==> src/rtl/regfile_wb_sched_pkg.sv <==
// regfile_wb_sched_pkg
// Shared definitions for the register-file write-port scheduler:
// data width, architectural register count, index width, the x0 index
// and a one-hot helper used by the scoreboard.
package regfile_wb_sched_pkg;

  localparam int XLEN      = 32;
  localparam int NREG      = 32;
  localparam int REG_IDX_W = $clog2(NREG);

  typedef logic [REG_IDX_W-1:0] reg_idx_t;
  typedef logic [XLEN-1:0]      xdata_t;
  typedef logic [NREG-1:0]      reg_mask_t;

  localparam reg_idx_t REG_X0 = '0;

  // One-hot mask selecting a single architectural register.
  function automatic reg_mask_t reg_onehot(input reg_idx_t idx);
    reg_mask_t m;
    m      = '0;
    m[idx] = 1'b1;
    return m;
  endfunction

endpackage

==> src/rtl/regfile_wb_sched_if.sv <==
// regfile_wb_sched_if
// Bundles the two register-file write requesters:
//   A : in-order pipeline writeback  (a_valid, a_rd, a_data / a_ready)
//   B : long-latency unit completion (b_valid, b_rd, b_data / b_ready)
// master modport = requester side, slave modport = scheduler side.
interface regfile_wb_sched_if;
  import regfile_wb_sched_pkg::*;

  logic     a_valid;
  logic     a_ready;
  reg_idx_t a_rd;
  xdata_t   a_data;

  logic     b_valid;
  logic     b_ready;
  reg_idx_t b_rd;
  xdata_t   b_data;

  modport master (
    output a_valid, a_rd, a_data,
    output b_valid, b_rd, b_data,
    input  a_ready, b_ready
  );

  modport slave (
    input  a_valid, a_rd, a_data,
    input  b_valid, b_rd, b_data,
    output a_ready, b_ready
  );

endinterface

==> src/rtl/regfile_wb_sched_scoreboard.sv <==
// regfile_scoreboard
// Pending-write tracker for registers awaiting a long-latency result.
// Ports:
//   clk_i, rst_n        clock / async active-low reset
//   set_en_i, set_idx_i mark a register busy (long instruction issued)
//   clr_en_i, clr_idx_i release a register (B result written)
//   rs1_i, rs2_i, rd_i  decode indices looked up for hazards
//   hazard_o            any looked-up register is busy
//   busy_o              full busy vector, bit 0 held at 0
module regfile_scoreboard
  import regfile_wb_sched_pkg::*;
(
  input  logic      clk_i,
  input  logic      rst_n,
  input  logic      set_en_i,
  input  reg_idx_t  set_idx_i,
  input  logic      clr_en_i,
  input  reg_idx_t  clr_idx_i,
  input  reg_idx_t  rs1_i,
  input  reg_idx_t  rs2_i,
  input  reg_idx_t  rd_i,
  output logic      hazard_o,
  output reg_mask_t busy_o
);

  reg_mask_t busy_q, busy_d;

  // Clear is applied before set so that a coincident set wins; x0 is
  // forced idle so lookups on index 0 never report a hazard.
  always_comb begin
    busy_d = busy_q;
    if (clr_en_i) begin
      busy_d = busy_d & ~reg_onehot(clr_idx_i);
    end
    if (set_en_i) begin
      busy_d = busy_d | reg_onehot(set_idx_i);
    end
    busy_d[REG_X0] = 1'b0;
  end

  always_ff @(posedge clk_i or negedge rst_n) begin
    if (!rst_n) begin
      busy_q <= '0;
    end else begin
      busy_q <= busy_d;
    end
  end

  // rd is included so a second long write to a pending register (WAW)
  // is held back until the first result has landed.
  assign hazard_o = busy_q[rs1_i] | busy_q[rs2_i] | busy_q[rd_i];
  assign busy_o   = busy_q;

endmodule

==> src/rtl/regfile_wb_sched.sv <==
// regfile_wb_sched
// Write-port scheduler for the integer register file. Arbitrates the
// single write port between pipeline writeback (A, normally preferred)
// and the long-latency return path (B, forced to win after MAX_WAIT
// refused cycles), registers the winning write, and stalls decode on
// hazards against registers with outstanding long-latency writes.
// Ports:
//   clk_i, rst_n                  clock / async active-low reset
//   iss_valid_i, iss_long_i       decode presents an instruction / it is long
//   iss_rd_i, D_rs1_i, D_rs2_i    decode destination and source indices
//   iss_stall_o                   combinational hazard stall to decode
//   wb                            A/B write requesters (slave side)
//   wb_we_o, wb_rd_o, wb_data_o   registered register-file write
//   sb_busy_o                     pending-write vector
module regfile_wb_sched
  import regfile_wb_sched_pkg::*;
#(
  parameter int MAX_WAIT = 4
) (
  input  logic                     clk_i,
  input  logic                     rst_n,
  input  logic                     iss_valid_i,
  input  logic                     iss_long_i,
  input  reg_idx_t                 iss_rd_i,
  input  reg_idx_t                 D_rs1_i,
  input  reg_idx_t                 D_rs2_i,
  output logic                     iss_stall_o,
  regfile_wb_sched_if.slave        wb,
  output logic                     wb_we_o,
  output reg_idx_t                 wb_rd_o,
  output xdata_t                   wb_data_o,
  output reg_mask_t                sb_busy_o
);

  localparam int WCW = $clog2(MAX_WAIT + 1);
  localparam logic [WCW-1:0] WAIT_LIMIT = WCW'(MAX_WAIT);

  logic [WCW-1:0] wait_cnt_q, wait_cnt_d;
  logic           force_b;
  logic           a_fire, b_fire;

  logic     wb_we_q, wb_we_d;
  reg_idx_t wb_rd_q, wb_rd_d;
  xdata_t   wb_data_q, wb_data_d;
  logic     wb_from_b_q, wb_from_b_d;

  logic sb_hazard;
  logic sb_set_en;
  logic sb_clr_en;

  // A has priority until B has been refused MAX_WAIT times; then A is
  // blocked for one cycle. The two readies are never both usable at once
  // (b_ready needs !a_valid or force_b, and force_b drops a_ready).
  assign force_b    = wb.b_valid & (wait_cnt_q >= WAIT_LIMIT);
  assign wb.a_ready = ~force_b;
  assign wb.b_ready = force_b | ~wb.a_valid;
  assign a_fire     = wb.a_valid & wb.a_ready;
  assign b_fire     = wb.b_valid & wb.b_ready;

  always_comb begin
    wait_cnt_d = wait_cnt_q;
    if (!wb.b_valid || b_fire) begin
      wait_cnt_d = '0;
    end else if (wait_cnt_q < WAIT_LIMIT) begin
      wait_cnt_d = wait_cnt_q + 1'b1;
    end
  end

  // Writes to x0 are accepted but produce no register-file write enable.
  // wb_from_b marks the write that releases a scoreboard entry.
  always_comb begin
    wb_we_d     = 1'b0;
    wb_rd_d     = wb_rd_q;
    wb_data_d   = wb_data_q;
    wb_from_b_d = 1'b0;
    if (b_fire) begin
      wb_we_d     = (wb.b_rd != REG_X0);
      wb_rd_d     = wb.b_rd;
      wb_data_d   = wb.b_data;
      wb_from_b_d = 1'b1;
    end else if (a_fire) begin
      wb_we_d     = (wb.a_rd != REG_X0);
      wb_rd_d     = wb.a_rd;
      wb_data_d   = wb.a_data;
    end
  end

  always_ff @(posedge clk_i or negedge rst_n) begin
    if (!rst_n) begin
      wait_cnt_q  <= '0;
      wb_we_q     <= 1'b0;
      wb_rd_q     <= '0;
      wb_data_q   <= '0;
      wb_from_b_q <= 1'b0;
    end else begin
      wait_cnt_q  <= wait_cnt_d;
      wb_we_q     <= wb_we_d;
      wb_rd_q     <= wb_rd_d;
      wb_data_q   <= wb_data_d;
      wb_from_b_q <= wb_from_b_d;
    end
  end

  // The busy bit is released on the same edge the register file captures
  // the B result, so dependents read the new value on the following cycle.
  assign iss_stall_o = iss_valid_i & sb_hazard;
  assign sb_set_en   = iss_valid_i & iss_long_i & ~iss_stall_o & (iss_rd_i != REG_X0);
  assign sb_clr_en   = wb_we_q & wb_from_b_q;

  regfile_scoreboard u_scoreboard (
    .clk_i     (clk_i),
    .rst_n     (rst_n),
    .set_en_i  (sb_set_en),
    .set_idx_i (iss_rd_i),
    .clr_en_i  (sb_clr_en),
    .clr_idx_i (wb_rd_q),
    .rs1_i     (D_rs1_i),
    .rs2_i     (D_rs2_i),
    .rd_i      (iss_rd_i),
    .hazard_o  (sb_hazard),
    .busy_o    (sb_busy_o)
  );

  assign wb_we_o   = wb_we_q;
  assign wb_rd_o   = wb_rd_q;
  assign wb_data_o = wb_data_q;

endmodule

==> src/flat_wrapper.sv <==
// flat-port wrapper written by rule: the top's interface ports become plain ports
module regfile_wb_sched_flat import regfile_wb_sched_pkg::*;
#(
  parameter int MAX_WAIT = 4
)
  (clk_i, rst_n, iss_valid_i, iss_long_i, iss_rd_i, D_rs1_i, D_rs2_i, iss_stall_o, wb_we_o, wb_rd_o, wb_data_o, sb_busy_o, wb_a_valid, wb_a_rd, wb_a_data, wb_b_valid, wb_b_rd, wb_b_data, wb_a_ready, wb_b_ready);
  regfile_wb_sched_if wb_i ();
  input  logic clk_i;
  input  logic rst_n;
  input  logic iss_valid_i;
  input  logic iss_long_i;
  input  reg_idx_t iss_rd_i;
  input  reg_idx_t D_rs1_i;
  input  reg_idx_t D_rs2_i;
  output logic iss_stall_o;
  output logic wb_we_o;
  output reg_idx_t wb_rd_o;
  output xdata_t wb_data_o;
  output reg_mask_t sb_busy_o;
  input wire logic [$bits(wb_i.a_valid)-1:0] wb_a_valid;
  input wire logic [$bits(wb_i.a_rd)-1:0] wb_a_rd;
  input wire logic [$bits(wb_i.a_data)-1:0] wb_a_data;
  input wire logic [$bits(wb_i.b_valid)-1:0] wb_b_valid;
  input wire logic [$bits(wb_i.b_rd)-1:0] wb_b_rd;
  input wire logic [$bits(wb_i.b_data)-1:0] wb_b_data;
  output wire logic [$bits(wb_i.a_ready)-1:0] wb_a_ready;
  output wire logic [$bits(wb_i.b_ready)-1:0] wb_b_ready;
  assign wb_i.a_valid = wb_a_valid;
  assign wb_i.a_rd = wb_a_rd;
  assign wb_i.a_data = wb_a_data;
  assign wb_i.b_valid = wb_b_valid;
  assign wb_i.b_rd = wb_b_rd;
  assign wb_i.b_data = wb_b_data;
  assign wb_a_ready = wb_i.a_ready;
  assign wb_b_ready = wb_i.b_ready;
  regfile_wb_sched #(.MAX_WAIT(MAX_WAIT)) u_core (.clk_i(clk_i), .rst_n(rst_n), .iss_valid_i(iss_valid_i), .iss_long_i(iss_long_i), .iss_rd_i(iss_rd_i), .D_rs1_i(D_rs1_i), .D_rs2_i(D_rs2_i), .iss_stall_o(iss_stall_o), .wb(wb_i), .wb_we_o(wb_we_o), .wb_rd_o(wb_rd_o), .wb_data_o(wb_data_o), .sb_busy_o(sb_busy_o));
endmodule
==> config.mk <==
export PLATFORM = sky130hd
export DESIGN_NAME = regfile_wb_sched_flat
export DESIGN_NICKNAME = d
export VERILOG_FILES = /design/src/rtl/regfile_wb_sched_pkg.sv /design/src/rtl/regfile_wb_sched_if.sv /design/src/rtl/regfile_wb_sched_scoreboard.sv /design/src/rtl/regfile_wb_sched.sv /design/src/flat_wrapper.sv
export SDC_FILE = /design/constraint.sdc
export NUM_CORES = 1
export LEC_CHECK = 0
export ABC_AREA = 1
export CAP_MARGIN = 20
export CORE_ASPECT_RATIO = 2
export CORE_MARGIN = 2
export CORE_UTILIZATION = 35
export CTS_BUF_LIST = sky130_fd_sc_hd__clkbuf_2
export CTS_CLUSTER_DIAMETER = 120
export DETAILED_ROUTE_END_ITERATION = 7
export HOLD_SLACK_MARGIN = 0.15
export PLACE_DENSITY_LB_ADDON = 0.3
export RECOVER_POWER = 25
export SLEW_MARGIN = 20
export SYNTH_ARGS = -nofsm -noshare
export SYNTH_HDL_FRONTEND = slang
export SYNTH_SLANG_ARGS = --single-unit
==> constraint.sdc <==
create_clock -name clk_i -period 3.35 [get_ports clk_i]
set_input_delay 0.5025 -clock clk_i [delete_from_list [all_inputs] [get_ports clk_i]]
set_output_delay 0.5025 -clock clk_i [all_outputs]
set_load 0.005 [all_outputs]
==> metrics, run 1 <==
Die Y approximately 160 um; Crit-path slowest cell clkdlybuf4s50_1; Critical Path RT between 2 and 3 ns; Setup Buffers After CTS 0; final design utilization 0.512; Final Cycle Share 0.949; placed cells 954; WS Path Type primary input to primary output; Flop pwr share 0.421; final setup TNS 0 ns; RSZ-0062 raised after global routing false; total of max-cap violations 1; final number of setup-violating endpoints 0; Mapped Cells between 600 and 700; Hold Fails Final Rpt 0; sw frac 0.341; failing checks capacitance limit, slew limit; sequential share of the synthesized area 0.408; biggest area consumer among synthesized cells dfrtp_1; initial core utilization 0.357; power per cell area about 440 nW/um^2; CP cell instances clkdlybuf4s50_1 > buf_4 > nand2_1 > nand3_1 > nand3_1 > nand3_1 > nand2_1 > nand2_1 > nand2_1 > nor2_2 > a21boi_0 > clkdlybuf4s50_1; Nets just over 900; Root Buffer Master clkbuf_2; hold_ws 0.457 ns; pre-CTS WS approximately 0.19 ns; Top Family by Delay on Critical Path buffers and inverters; Die ar. 13,800 um^2; CTS max path bufs 2; DR vias/cell around 5.3; Sinks on Clock Net 73; DRT iter0 DRCs roughly 480; total CTS buffers 9; Post-Route WL roughly 16,000 um; critical path arrival between 2 and 3 ns; clk_skew between 0.02 and 0.025 ns; core box area between 10,000 and 15,000 um^2; initial antenna violation count 1; fmax 315 MHz; largest net degree at the start of global routing 46; Slew Limit Fails 30; Net Count, Synth 749; total number of vias 5,153; synthesized area per cell just under 7 um^2; first-pass GRT wire length about 26,000 um; Worst VDD drop about 260 uV; Worst Setup Start Kind primary input; most common cell after layout, fill and taps aside nand2_1; Layout Cells excl Fill 972; worst-path fanout max 15; ANT nets after route 0; Synth top area share 0.408; most frequent cells in the layout nand2_1 (221), clkdlybuf4s50_1 (164), nand3_1 (102), dfrtp_1 (73), inv_1 (62); Clk network pwr share 0.222; Layout area overhead 43.6%; CTS H-Tree Depth 3; Worst Tran Pin Value between 1.5 and 2 ns; Min-Delay Path Class register to register; CP peak stage delay about 0.54 ns; Worst-Skew Late Latency roughly 0.51 ns; synthesized cell area between 4000 and 5000 um^2; cell mode on critical path nand2_1; Leak Pwr 2.93 nW; clock tree from TritonCTS done; cell internal pwr approximately 1.9 mW; P_sw about 960 uW; Crit. End Element primary output; Buffers on Ports approximately 170; Clock transition at path regs about 0.19 ns; site row count 58; post-route setup slack 0.172 ns; I/O pin count 168; Unique masters post-synth 31; die width 84.0 um; share of cells above drive strength 1 0.0633; CP bufs+invs 3; #FFs+latches synth 73; routed len/inst ~17 um; Post-route DRC 0; RD Place Congestion 0.923; Slew headroom -0.0755; drt pass-1 iters 6; fin crit period 3.18 ns; gr usage total 0.239; DPL Wire Length 13,000 um; Comb pwr share 0.358; global route overflow 0; vias in the first global route around 5.3k; status complete, but fails checks; Syn. warnings 0; synth top area cells dfrtp_1 (41%), nand2_1 (19%), nand3_1 (11%), inv_1 (5.2%), nand4_1 (4.3%)
## flip-flops by register name (all words and copies together) (netlist names)
signal / cells
u_core.wb_we_o: 1
u_core.wb_data_o: 32
u_core.wb_rd_o: 5
u_core.wb_from_b_q: 1
u_core.u_scoreboard.busy_o: 31
u_core.wait_cnt_q: 3
## logic make-up (layout without fill, tap and decap cells)
family | count (synthesis) | count (layout) | share of synthesized area
flip-flops | 73 | 73 | 0.408
other | 1 | 2 | 0.000838
AND/OR/NAND/NOR | 418 | 418 | 0.406
adder cells (fa/ha/maj) | 1 | 1 | 0.00279
buffers and inverters | 101 | 269 | 0.107
AO/OA/AOI/OAI | 59 | 59 | 0.0752
## power groups by stage
stage               Sequential [mW]  Clock [mW]  Combinational (mW)
floorplan                      1.16           0               0.437
global placement               1.19           0               0.988
detailed placement             1.20           0                1.00
CTS                            1.18       0.644                1.01
global route                   1.20       0.680                1.10
finish                         1.18       0.624                1.01
## area by class of cell
type / count / area [um^2]
sequential: 73 / 1830
clock buffer: 10 / 50.0
timing repair buffer: 184 / 1810
multi-input combinational: 479 / 2190
fill: 1262 / 6130
inverter: 69 / 260
tap: 150 / 188
antenna: 1 / 2.50
clock inverter: 6 / 106
## final timing paths
| kind | depth (start not counted) | to | slack (ns) | startpoint |
|---|---|---|---|---|
| worst max register to register | 12 | u_core.u_scoreboard.busy_o[5]$_DFF_PN0_ | 1.28 | u_core.u_scoreboard.busy_o[7]$_DFF_PN0_ |
| worst min-delay path | 1 | u_core.wait_cnt_q[0]$_DFFE_PN0P_ | 0.46 | u_core.wait_cnt_q[0]$_DFFE_PN0P_ |
| min in group asynchronous | 2 | u_core.u_scoreboard.busy_o[23]$_DFF_PN0_ | 0.91 | rst_n |
| worst max-delay path | 12 | iss_stall_o | 0.17 | D_rs2_i[0] |
| max in group asynchronous | 3 | u_core.u_scoreboard.busy_o[15]$_DFF_PN0_ | 0.60 | rst_n |
| worst min register to register | 1 | u_core.wait_cnt_q[0]$_DFFE_PN0P_ | 0.46 | u_core.wait_cnt_q[0]$_DFFE_PN0P_ |
## synthesized netlist by cell type, drive strengths merged
| library cell | instances |
|---|---|
| a21oi | 10 |
| clkbuf | 11 |
| a32o | 1 |
| a21boi | 1 |
| o211ai | 6 |
| nor2 | 53 |
| nand2 | 224 |
| o22ai | 3 |
| o41ai | 2 |
| inv | 68 |
| conb | 1 |
| nand4 | 32 |
| nor3 | 7 |
| nand3 | 102 |
| dfrtp | 73 |
| clkinv | 1 |
| o21ai | 36 |
| buf | 21 |
| ha | 1 |
## through the flow
step,power [mW],instance area [um^2]
4_1_cts,2.83,6420
6_report,2.82,6430
5_1_grt,2.98,6430
2_1_floorplan,1.59,4480
3_5_place_dp,2.20,6260
3_3_place_gp,2.18,6260
## layer usage
metal	track usage	share of wire
met5	0	0
met4	0.158	0.066
met3	0.0623	0.076
met2	0.447	0.53
met1	0.223	0.33
## repair_timing
| item | in CTS | in global routing |
|---|---|---|
| endpoints found under the setup margin | 0 | 1 |
| gates resized for setup | 0 | 4 |
| endpoints found under the hold margin | 28 | 0 |
| hold buffers | 1 | 0 |
Note: power is estimated with default switching activity, not from simulation.
==> run 2, diff against run 1 <==
--- a/config.mk
+++ b/config.mk
@@ -9,3 +9,3 @@
 export CAP_MARGIN = 20
-export CORE_ASPECT_RATIO = 2
+export CORE_ASPECT_RATIO = 1.4
 export CORE_MARGIN = 2
==> constraint.sdc (replaced) <==
create_clock -name clk_i -period 3.35 [get_ports clk_i]
set_input_delay 0.335 -clock clk_i [delete_from_list [all_inputs] [get_ports clk_i]]
set_output_delay 0.335 -clock clk_i [all_outputs]
set_load 0.005 [all_outputs]
==> metrics, run 2 (synthesized netlist as in run 1, its figures left out) <==
status complete, but fails checks (unchanged); failing checks capacitance limit, slew limit (unchanged); final instance area 6330 um^2 (was 6430 um^2); clk_skew 0.0343 ns (was 0.0233 ns); CTS H-Tree Depth 3 (unchanged); Critical Path Start iss_rd_i[0] (was D_rs2_i[0]); global route overflow 0 (unchanged); total number of vias 5,048 (was 5,153); WS Path Type primary input to primary output (unchanged); post-route total power 2.75 mW (was 2.82 mW); CP peak stage delay 0.61 ns (was 0.54 ns); Worst-Skew Late Latency 0.51 ns (about the same); pre-CTS WS 0.376 ns (was 0.189 ns); Leak Pwr 2.86 nW (was 2.93 nW); final setup TNS 0 ns (unchanged); Post-Route WL 16,200 um (was 16,300 um); DRT iter0 DRCs 319 (was 478); worst-path fanout max 16 (was 15); gr usage total 0.238 (was 0.239); DR vias/cell 5.23 (was 5.30); fmax 334 MHz (was 315 MHz); Setup Buffers After CTS 0 (unchanged); met3 routed WL 1300 um (was 1240 um); fin crit period 2.99 ns (was 3.18 ns); Slew headroom -0.461 (was -0.0755); hold depth 3 (was 1); routed len/inst 16.7 um (was 16.8 um); Worst Tran Pin Value 2.19 ns (was 1.61 ns); Sinks on Clock Net 73 (unchanged); Root Buffer Master clkbuf_2 (unchanged); total CTS buffers 9 (unchanged); reg2reg path depth 12 (unchanged); number of cells on the critical path 12 (unchanged); Hold Crit Start wb_a_data[1] (was u_core.wait_cnt_q[0]$_DFFE_PN0P_); Post-route DRC 0 (unchanged); total of max-cap violations 1 (unchanged); die width 99.6 um (was 84.0 um); site row count 48 (was 58); ANT nets after route 0 (unchanged); cell mode on critical path nand2_1 (unchanged); placed cell areas 6190 um^2 (was 6260 um^2); RSZ-0062 raised after global routing false (unchanged); Min-Delay Path Class primary input to register (was register to register); Final Cycle Share 0.893 (was 0.949); Worst Setup Start Kind primary input (unchanged); largest net degree at the start of global routing 42 (was 46); Hold Fails Final Rpt 0 (unchanged); DPL Wire Length 12,900 um (was 13,000 um); Reg-to-Reg Start u_core.u_scoreboard.busy_o[15]$_DFF_PN0_ (was u_core.u_scoreboard.busy_o[7]$_DFF_PN0_); vias in the first global route 5,111 (was 5,338); I/O pin count 168 (unchanged); Buffers on Ports 166 (unchanged); Slew Limit Fails 42 (was 30); Die Y 138 um (was 164 um); core box area 12,400 um^2 (was 12,600 um^2); Critical Path RT 3.01 ns (was 2.85 ns); most frequent cells in the layout nand2_1 (221), clkdlybuf4s50_1 (165), nand3_1 (102), dfrtp_1 (73), inv_1 (62) (was nand2_1 (221), clkdlybuf4s50_1 (164), nand3_1 (102), dfrtp_1 (73), inv_1 (62)); Layout Cells excl Fill 966 (was 972); Crit-path slowest cell clkdlybuf4s50_1 (unchanged); Layout area overhead 41.5% (was 43.6%); initial antenna violation count 1 (unchanged); Fillers 1,238 (was 1,262); Clock transition at path regs 0.22 ns (was 0.19 ns); Top Layer Used met4 (unchanged); Die ar. 13,700 um^2 (was 13,800 um^2); CP cell instances clkdlybuf4s50_1 > nand2_2 > nor2_1 > a21oi_1 > nand2_1 > nand2_1 > nand2_1 > inv_1 > nand2_1 > nor2_4 > a21boi_0 > clkdlybuf4s50_1 (was clkdlybuf4s50_1 > buf_4 > nand2_1 > nand3_1 > nand3_1 > nand3_1 > nand2_1 > nand2_1 > nand2_1 > nor2_2 > a21boi_0 > clkdlybuf4s50_1); final number of setup-violating endpoints 0 (unchanged); Largest register FFs 32 (unchanged); Worst VDD drop 170 uV (was 255 uV); wire length on met1 6120 um (was 5410 um); RD Place Congestion 0.992 (was 0.923); first-pass GRT wire length 25,600 um (was 25,900 um); initial core utilization 0.360 (was 0.357); power per cell area 434 nW/um^2 (was 438 nW/um^2); share of cells above drive strength 1 0.0564 (was 0.0633); CP bufs+invs 3 (unchanged); Crit. End Element primary output (unchanged); post-route setup slack 0.358 ns (was 0.172 ns); routed wl met2 7940 um (was 8560 um); Top Family by Delay on Critical Path buffers and inverters (unchanged); placed cells 948 (was 954); critical path arrival 2.66 ns (was 2.68 ns); drt pass-1 iters 5 (was 6); clock tree from TritonCTS done (unchanged); most common cell after layout, fill and taps aside nand2_1 (unchanged); CTS max path bufs 2 (unchanged); Nets 906 (was 912)
==> run 2: area by class of cell <==
cell class | count | area (um^2) | area share
Clock buffer | 9 | 45.0 | 0.00711
Inverter | 69 | 260 | 0.0411
Clock inverter | 7 | 93.8 | 0.0148
Timing Repair Buffer | 178 | 1740 | 0.275
Antenna cell | 1 | 2.50 | 0.000395
Multi-Input combinational cell | 479 | 2170 | 0.343
Tap cell | 150 | 188 | 0.0296
Sequential cell | 73 | 1830 | 0.288
==> run 2: final timing paths <==
check / to / slack (ns)
setup / recovery: iss_stall_o / 0.36
hold / removal: u_core.wb_data_o[1]$_DFFE_PN0P_ / 0.36
setup reg to reg: u_core.u_scoreboard.busy_o[19]$_DFF_PN0_ / 1.43
hold reg to reg: u_core.wait_cnt_q[0]$_DFFE_PN0P_ / 0.45
max in group asynchronous: u_core.u_scoreboard.busy_o[15]$_DFF_PN0_ / 0.90
min in group asynchronous: u_core.wb_data_o[29]$_DFFE_PN0P_ / 0.99
==> run 2: through the flow <==
| step | hold slack (ns) | utilization |
|---|---|---|
| 3_3_place_gp | 0.422 | 0.498 |
| 4_1_cts | 0.300 | 0.510 |
| 5_1_grt | 0.310 | 0.510 |
| 3_5_place_dp | 0.441 | 0.498 |
| 2_1_floorplan | 0.0394 | - |
| 6_report | 0.358 | 0.510 |
==> run 2: worst reg2reg max path: cells and delay by family (launching register included) <==
family | cells | cell delay [ns]
buf+inv | 2 | 0.51
flops | 1 | 0.44
simple gates | 10 | 0.94
==> run 2: per-layer routing <==
metal / up-vias / track usage
met4: 0 / 0.139
met2: 263 / 0.406
met3: 57 / 0.0614
met5: - / 0
li1: 2439 / -
met1: 2289 / 0.267
==> run 2: what timing repair did <==
action                    in CTS  in global routing
gates resized for setup        0                  0
hold buffers                   1                  0
hold endpoints to repair      39                  0
==> run 2: report_power, final <==
group | internal [mW] | leakage, nW | switching (mW)
Combinational | 0.505 | 1.96 | 0.495
Clock | 0.246 | 0.0783 | 0.322
Sequential | 1.02 | 0.827 | 0.155
Total | 1.78 | 2.86 | 0.972
==> run 3, diff against run 2 <==
Settings changed: CELL_PAD_IN_SITES_DETAIL_PLACEMENT from default to 0, CELL_PAD_IN_SITES_GLOBAL_PLACEMENT from default to 2, CORE_UTILIZATION 35 to 26, REMOVE_ABC_BUFFERS from default to 1.
==> metrics, run 3 (synthesized netlist as in run 1, its figures left out) <==
worst reg2reg setup slack 1.28 ns (was 1.43 ns); Final Cycle Share 0.867 (was 0.893); Leak Pwr 2.86 nW (about the same); WS Path Type primary input to primary output (unchanged); total CTS buffers 9 (unchanged); Post-Route WL 17,500 um (was 16,200 um); DPL Wire Length 13,700 um (was 12,900 um); DR vias/cell 4.84 (was 5.23); reg2reg path depth 12 (unchanged); Setup Buffers After CTS 0 (unchanged); RD Place Congestion 0.862 (was 0.992); core box area 16,800 um^2 (was 12,400 um^2); Worst VDD drop 204 uV (was 170 uV); Hold Fails Final Rpt 0 (unchanged); most common cell after layout, fill and taps aside nand2_1 (unchanged); ANT nets after route 0 (unchanged); fin crit period 2.90 ns (was 2.99 ns); clock tree from TritonCTS done (unchanged); global route overflow 0 (unchanged); CP cell instances clkdlybuf4s50_1 > nand2_2 > o22ai_1 > nor2_1 > nor2_1 > nor2_2 > nand2_1 > nor2_4 > a21boi_0 > clkdlybuf4s50_1 (was clkdlybuf4s50_1 > nand2_2 > nor2_1 > a21oi_1 > nand2_1 > nand2_1 > nand2_1 > inv_1 > nand2_1 > nor2_4 > a21boi_0 > clkdlybuf4s50_1); power per cell area 430 nW/um^2 (was 434 nW/um^2); Crit-path slowest cell clkdlybuf4s50_1 (unchanged); Layout area overhead 42.6% (was 41.5%); die width 115 um (was 99.6 um); R2R Path End u_core.u_scoreboard.busy_o[25]$_DFF_PN0_ (was u_core.u_scoreboard.busy_o[19]$_DFF_PN0_); DRT iter0 DRCs 400 (was 319); total of max-cap violations 1 (unchanged); Slew headroom -0.237 (was -0.461); Nets 906 (unchanged); final setup TNS 0 ns (unchanged); Die ar. 18,300 um^2 (was 13,700 um^2); Worst Setup Start Kind primary input (unchanged); Clock transition at path regs 0.20 ns (was 0.22 ns); routed len/inst 17.2 um (was 16.7 um); Die Y 159 um (was 138 um); Hold Crit Start wb_b_data[5] (was wb_a_data[1]); initial antenna violation count 1 (unchanged); final number of setup-violating endpoints 0 (unchanged); failing checks capacitance limit, slew limit (unchanged); initial core utilization 0.266 (was 0.360); gr usage total 0.193 (was 0.238); Layout Cells excl Fill 1,018 (was 966); post-cts sizing count 0 (unchanged); fmax 344 MHz (was 334 MHz); hold depth 3 (unchanged); Largest register FFs 32 (unchanged); Post-route DRC 0 (unchanged); Crit. End Element primary output (unchanged); CTS max path bufs 2 (unchanged); CP peak stage delay 0.62 ns (was 0.61 ns); most frequent cells in the layout nand2_1 (221), clkdlybuf4s50_1 (165), nand3_1 (102), dfrtp_1 (73), inv_1 (62) (unchanged); CP bufs+invs 2 (was 3); Min-Delay Path Class primary input to register (unchanged); critical path arrival 2.57 ns (was 2.66 ns); Buffers on Ports 166 (unchanged); largest net degree at the start of global routing 74 (was 42); share of cells above drive strength 1 0.0528 (was 0.0564); worst-path fanout max 16 (unchanged); Worst-Skew Late Latency 0.51 ns (about the same); total number of vias 4,929 (was 5,048); Critical Path RT 3.01 ns (about the same); Root Buffer Master clkbuf_2 (unchanged); CTS H-Tree Depth 3 (unchanged); Hold-fix buffers, CTS 1 (unchanged); Top Family by Delay on Critical Path buffers and inverters (unchanged); first-pass GRT wire length 27,500 um (was 25,600 um); status complete, but fails checks (unchanged); vias in the first global route 5,050 (was 5,111); site row count 56 (was 48); clk_skew 0.0205 ns (was 0.0343 ns); Slew Limit Fails 74 (was 42); drt pass-1 iters 4 (was 5); I/O pin count 168 (unchanged); Worst Tran Pin Value 1.86 ns (was 2.19 ns); Sinks on Clock Net 73 (unchanged); placed cells 1,001 (was 948); Reg-to-Reg Start u_core.u_scoreboard.busy_o[25]$_DFF_PN0_ (was u_core.u_scoreboard.busy_o[15]$_DFF_PN0_); hold path endpoint u_core.wb_data_o[5]$_DFFE_PN0P_ (was u_core.wb_data_o[1]$_DFFE_PN0P_); RSZ-0062 raised after global routing false (unchanged)
==> run 3: cell count changes in the layout (fill, tap and decap cells not counted), sizes merged <==
cell      previous run  this run
clkinvlp             2         0
buf                 10        11
clkinv               3         4
inv                 69        68
==> run 3: metrics by stage <==
stage	setup slack (ns)	util	area (um^2)	power, mW	hold WS [ns]
floorplan	0.779	-	4260	1.55	0.0394
global placement	0.494	0.372	6260	2.22	0.422
detailed placement	0.507	0.372	6260	2.23	0.435
CTS	0.445	0.380	6390	2.78	0.290
global route	0.247	0.380	6390	2.94	0.254
finish	0.447	0.380	6390	2.74	0.344
==> run 3: report_power, final <==
group,internal [mW],leakage [nW],switching (mW),total [mW]
combinational,0.505,1.96,0.503,1.01
clock,0.240,0.0745,0.305,0.544
sequential,1.02,0.827,0.168,1.19
==> run 3: worst min-delay path, delay by kind of cell <==
family | cells | cell delay (ns)
simple gates | 2 | 0.11
buf+inv | 1 | 0.39
==> run 3: layout make-up <==
cell class / count / area [um^2]
flip-flops and latches: 73 / 1830
inverters: 69 / 260
multi-input cells: 479 / 2170
repair buffers: 178 / 1750
clock buffers: 10 / 50.0
clock inverters: 5 / 71.3
diodes: 1 / 2.50
fillers: 1802 / 10400
well taps: 203 / 254
==> run 3: per-layer routing <==
metal	track usage	wire, um	up-vias
li1	-	-	2433
met1	0.225	6820	2281
met2	0.334	9060	192
met3	0.0613	1330	23
met4	0.0602	323	0
met5	0	0	-
==> run 3: how the worst max path moves through the flow <==
stage,slack [ns],cells past startpoint,from,end
floorplan,0.78,6,wb_b_valid,u_core.wb_we_o$_DFF_PN0_
global placement,0.49,10,iss_rd_i[0],iss_stall_o
detailed placement,0.51,10,iss_rd_i[0],iss_stall_o
CTS,0.44,11,u_core.u_scoreboard.busy_o[25]$_DFF_PN0_,iss_stall_o
global route,0.25,11,u_core.u_scoreboard.busy_o[5]$_DFF_PN0_,iss_stall_o
finish,0.45,10,iss_rd_i[0],iss_stall_o
